File: config.mk
export PLATFORM = sky130hd
export DESIGN_NAME = enum_grant_sched
export DESIGN_NICKNAME = d
export VERILOG_FILES = /design/src/rtl/enum_grant_sched.sv
export SDC_FILE = /design/constraint.sdc
export NUM_CORES = 1
export LEC_CHECK = 0
export ABC_AREA = 1
export CORE_UTILIZATION = 43
export DETAILED_ROUTE_END_ITERATION = 8
export HOLD_SLACK_MARGIN = 0.12
export PLACE_DENSITY = 0.84
export SLEW_MARGIN = 5
export SYNTH_ARGS = -nofsm -noshare
export SYNTH_HDL_FRONTEND = slang
export SYNTH_SLANG_ARGS = --single-unit
File: constraint.sdc
create_clock -name clk -period 4.35 [get_ports clk]
set_input_delay 0.6525 -clock clk [delete_from_list [all_inputs] [get_ports clk]]
set_output_delay 0.6525 -clock clk [all_outputs]
set_load 0.01 [all_outputs]
File: src/rtl/enum_grant_sched.sv
// Round-robin scheduler granting one downstream valid/ready resource to NREQ requesters.
// A grant lasts until the owner drops its request or MAX_BEATS beats are accepted,
// followed by a single DONE cycle that advances the round-robin pointer.
module enum_grant_sched #(
  parameter int unsigned NREQ      = 4,
  parameter int unsigned MAX_BEATS = 8
) (
  input  logic                    clk,
  input  logic                    rst,
  input  logic [NREQ-1:0]         req,
  input  logic                    res_ready,
  output logic [NREQ-1:0]         gnt,
  output logic [$clog2(NREQ)-1:0] gnt_id,
  output logic                    res_valid,
  output logic [7:0]              beat_cnt,
  output logic [1:0]              state_o,
  output logic [31:0]             state_bits,
  output logic [31:0]             id_bits
);

  localparam int unsigned IdW      = $clog2(NREQ);
  localparam logic [7:0]  LastBeat = 8'(MAX_BEATS - 1);
  localparam logic [IdW-1:0] LastId = IdW'(NREQ - 1);

  typedef enum logic [1:0] {
    StIdle = 2'd0,
    StBusy = 2'd1,
    StDone = 2'd2
  } state_t;

  state_t         state_q, state_d;
  logic [IdW-1:0] id_q, id_d;
  logic [IdW-1:0] ptr_q, ptr_d;
  logic [7:0]     cnt_q, cnt_d;
  logic           found;
  logic [IdW-1:0] win;

  // State and datapath registers; reset drops any grant in flight without a DONE cycle.
  always_ff @(posedge clk) begin
    if (rst) begin
      state_q <= StIdle;
      id_q    <= '0;
      ptr_q   <= '0;
      cnt_q   <= '0;
    end else begin
      state_q <= state_d;
      id_q    <= id_d;
      ptr_q   <= ptr_d;
      cnt_q   <= cnt_d;
    end
  end

  // Round-robin search: first set request at or after ptr, wrapping modulo NREQ.
  always_comb begin
    int unsigned idx;
    found = 1'b0;
    win   = '0;
    idx   = 0;
    for (int unsigned i = 0; i < NREQ; i++) begin
      idx = (32'(ptr_q) + i) % NREQ;
      if (!found && req[IdW'(idx)]) begin
        found = 1'b1;
        win   = IdW'(idx);
      end
    end
  end

  // Next-state and datapath update.
  always_comb begin
    state_d = state_q;
    id_d    = id_q;
    ptr_d   = ptr_q;
    cnt_d   = cnt_q;
    case (state_q)
      StIdle: begin
        if (found) begin
          state_d = StBusy;
          id_d    = win;
          cnt_d   = '0;
        end
      end
      StBusy: begin
        // A beat accepted on the exit edge still counts.
        if (res_ready) begin
          cnt_d = cnt_q + 8'd1;
        end
        if (!req[id_q] || (res_ready && (cnt_q == LastBeat))) begin
          state_d = StDone;
        end
      end
      StDone: begin
        ptr_d   = (id_q == LastId) ? '0 : id_q + IdW'(1);
        state_d = StIdle;
      end
      default: begin
        // Unreachable encoding recovers to idle.
        state_d = StIdle;
      end
    endcase
  end

  // Outputs decoded from the registered state.
  always_comb begin
    gnt       = '0;
    res_valid = 1'b0;
    if (state_q == StBusy) begin
      gnt[id_q] = 1'b1;
      res_valid = 1'b1;
    end
    gnt_id   = id_q;
    beat_cnt = cnt_q;
    state_o  = state_q;
  end

  assign state_bits = 32'($bits(state_t));
  assign id_bits    = 32'(IdW);

endmodule

Word level (Yosys, flattened, before mapping). Cells that the tools add are included.

Bits in registers: 14. Output and inout bits: 81. Logic and storage cells: 66.

Add/sub/neg operators: 5. Magnitude comparators: 6. Eq/ne operators: 7. Muxes and demuxes: 29. Reductions and logical operators: 15.

Operator list (count): $mux W8 (2); $pmux W8 S2 (1); $lt A2 B3 Y1 const B (5); $mux W2 (7); $mux W1 (11); $bmux W1 S2 (5); $add A8 B1 Y8 const B (1); $eq A8 B3 Y1 const B (1); $ne A2 B2 Y1 const B (3); $logic_and A1 B1 Y1 (5); $add A2 B1 Y2 const B (2); $add A2 B2 Y2 const B (2); $eq A2 B2 Y1 const B (2); $logic_not A1 Y1 (4); $mux W4 (1); $pmux W2 S2 (1); $reduce_and A2 Y1 (2); $reduce_and A3 Y1 (1); $demux W1 S2 (1); $eq A2 B1 Y1 const B (1); $ge A2 B1 Y1 const B (1); $logic_not A2 Y1 (1); $reduce_bool A2 Y1 (1); $logic_or A1 B1 Y1 (1).

Longest topological paths before layout.
Depth after elaboration: 14. Gate-level depth with buffers: 12. Depth with buffers taken out: 11.

Worst setup path before layout. No wires, ideal clock.

Path kind: flip-flop to output port. From: register state_q[0] (netlist: state_o[0]). To: output port gnt[0]. Data arrival time: 1.052 ns. Slack: 2.646 ns. Stages on the path, launching flop included: 6. Buffers on the path: 1. Path through: dfxtp_1 > inv_1 > nor2_4 > inv_2 > clkbuf_1 > nor2_1.

Word-level cells in the longest chain between the ends: 2.

RTL lines: start: declaration (line 31) `state_t state_q, state_d;`; start signal: assignment (line 41) `state_q <= StIdle;`; start signal: assignment (line 46) `state_q <= state_d;`; $eq A2 B1 Y1 (line 106) `if (state_q == StBusy) begin`; $mux W4 (line 106); end: declaration (line 12) `output logic [NREQ-1:0] gnt,`.

No other way between the ends.

Worst setup path after layout.
From: register id_q[0] (netlist: gnt_id[0]). To: output port gnt[2].

Word-level cells in the longest chain between the ends: 5. Elaborated cells between the ends (all ways): 6. Classes of those cells: 2 x order compare; 3 x mux; 1 x reduce/logical.

RTL lines: start: declaration (line 32) `logic [IdW-1:0] id_q, id_d;`; start signal: assignment (line 47) `id_q <= id_d;`; $lt A2 B3 Y1 (implied by the code) or $ge A2 B1 Y1 (tied branches) (line 107) `gnt[id_q] = 1'b1;`; $logic_and A1 B1 Y1 (implied by the code) (line 107); $mux W1 (implied by the code) (line 107); $demux W1 S2 (*) (line 107); $mux W4 (*) (line 106).

Every way passes the cells marked *; elsewhere a longest branch is shown, timed or not.

==> summary.md <==
| Metric | Value |
|---|---|
| Status | complete, no violations |
| Residual DRC count | 0 |
| Placed Area | 1700 um^2 |
| Detailed Place HPWL | 2.38 mm |
| Worst Setup Start Kind | flip-flop |
| Final ANT Viol Nets | 0 |
| Peak VDD IR | 0.213 mV |
| Std cell rows | 22 |
| Commonest non-fill, non-tap cells in the layout | 64 x conb_1, 32 x nand2_1, 26 x nand3_1 |
| GP Congestion | 0.877 |
| Pwr Density | 360 nW/um^2 |
| Final-report hold violation count | 0 |
| FF+latch count, synth | 14 |
| Register area share after synthesis | 16.6% |
| Setup-failing EPs final | 0 |
| H-tree depth | 1 |
| Port-buffer cells | 23 |
| First-pass GRT wire length | 4.86 mm |
| Routed WL | 3.00 mm |
| Reg area | 280 um^2 |
| # nets final | 281 |
| Min cycle time layout | 2320 ps |
| Asr flop ratio synth | 0% |
| Min Hold Slack | 523 ps |
| EDFF count, synth | 0 |
| Worst-path fanout max | 9 |
| Initial antenna violation count | 0 |
| Synth Warn # | 0 |
| Clock Skews | 4.11 ps |
| Arr. time, crit path | 1670 ps |
| CP endpoint kind | primary output |
| Core box area | 3720 um^2 |
| Synthesized instance count | 246 |
| Post-CTS Setup Bufs | 0 |
| Die ar. | 4180 um^2 |
| Syn_area_per_cell | 6.86 um^2 |
| Clock Tree Buf Depth | 2 |
| Setup TNS | 0 ps |
| CTS tree | built |
| Share of cells above drive strength 1 | 11.2% |
| Vias/cell | 4.30 |
| Largest net degree at the start of global routing | 14 |
| Worst-Skew Late Latency | 250 ps |
| CTS buffer count | 3 |
| Clock Tree Root | clkbuf_8 |
| FILL cells | 402 |
| Grt ovf | 0 |
| Vias in the first global route | 1082 |
| Post-synth top area cell | buf_4 |
| Final core utilization | 47.3% |
| Crit Path Class | flip-flop to primary output |
| WL met2 | 1.45 mm |
| Static Leak | 0.000839 uW |
| Clock transition at path regs | 60 ps |
| Inserted Diodes | 0 |
| Initial DRT Pass Iterations | 4 |
| Max-Cap Viols | 0 |
| Met1 wire length | 1.31 mm |
| TritonCTS Sinks | 14 |
| Met3 WL | 206 um |
| Slew @ Worst Pin | 512 ps |
| Ports | 88 |
| Area grow syn2layout | 4.23% |
| Required @ worst endpoint | 3700 ps |
| Gr usage total | 14.7% |
| Worst min path class | flip-flop to flip-flop |
| Commonest non-fill, non-tap cell in the layout | conb_1 |
| Synth top area share | 28.5% |
| Die Wd | 64.7 um |
| Period Utilization, post-route | 53.3% |
| Max Clk Rate | 0.431 GHz |
| DR WL/cell | 9.49 um |
| Final Slew Violations | 0 |
| RSZ-0062 raised after global routing | false |
| Count of different cell masters after synthesis | 30 |
| Multi-input logic area | 1020 um^2 |
| Synth top area cells | buf_4 28%, dfxtp_1 17%, nand3_1 7.7% |
| Post-CTS Resized | 0 |
| Hold-fix buffers at CTS | 0 |
| Worst slew margin | 65.8% |
| Die Height | 64.7 um |
| First-iteration detailed-routing DRC count | 71 |
| Initial Util | 45.4% |
| Uppermost layer routed | met4 |
| Design area | 1760 um^2 |
| Top_reg_cell synth | dfxtp_1 |
| Netlist Area Pre-Place | 1690 um^2 |
| Vias | 1358 |
-- final timing paths --
check | startpoint | end | slack (ps) | depth (start not counted)
max | gnt_id[0] | gnt[2] | 2030 | 5
min | beat_cnt[2] | beat_cnt[2] | 520 | 2
max reg2reg | ptr_q[0] | beat_cnt[1] | 2630 | 9
min reg2reg | beat_cnt[2] | beat_cnt[2] | 520 | 2
-- kinds of logic (layout without fill, tap and decap cells) --
group / after synthesis / in the layout / synth area share [%]
AOI/OAI and AO/OA: 22 / 22 / 7.26
xor gates and xnor gates: 1 / 1 / 0.519
buffers and inverters: 95 / 55 / 36.7
and+or+nand+nor: 107 / 107 / 34.8
DFF: 14 / 14 / 16.6
other: 2 / 64 / 0.445
adders and majority gates: 5 / 5 / 3.71
-- report_power, final --
part           internal (uW)  switching [uW]  total, uW
registers                146            32.5        179
logic                    119             207        326
clock network           80.2            48.0        128
total                    345             288        633
-- worst max-delay path, cell delays in order (launching register included) --
cell and delay [ps]:
dfxtp_1 500, inv_1 130, ha_1 220, inv_1 50
nor2_1 40, clkdlybuf4s50_1 480
-- final cells by class --
cell class / instances / area share (%)
multi-input cells: 199 / 58.0
flip-flops and latches: 14 / 15.9
repair buffers: 23 / 13.1
inverters: 28 / 6.40
well taps: 48 / 3.41
clock buffers: 4 / 3.13
-- flip-flops by register name (all words and copies together) (netlist names) --
| register | count |
|---|---|
| beat_cnt | 8 |
| gnt_id | 2 |
| ptr_q | 2 |
| state_o | 2 |
-- Yosys cell counts, types with 2 or more instances --
cell / count
ha_1: 5
nand2_4: 6
inv_2: 3
a21oi_1: 11
nand4_1: 6
nand2_2: 8
nor2_1: 20
nor2_4: 2
buf_6: 2
nand3_1: 26
buf_4: 64
nand2_1: 32
o21ai_0: 7
inv_1: 24
conb_1: 2
dfxtp_1: 14
-- stage by stage --
stage          instances  total power [uW]  worst slack (ps)
2_1_floorplan        308               460              2650
5_1_grt              316               685              1910
6_report             316               633              2030
3_3_place_gp         312               503              2180
3_5_place_dp         312               507              2160
4_1_cts              316               637              2030
-- layer usage --
layer / up-vias / track usage [%]
li1: 696 / -
met4: 0 / 4.72
met2: 67 / 24.9
met3: 3 / 2.11
met5: - / 0
met1: 592 / 19.1
(Power assumes the default switching activity.)
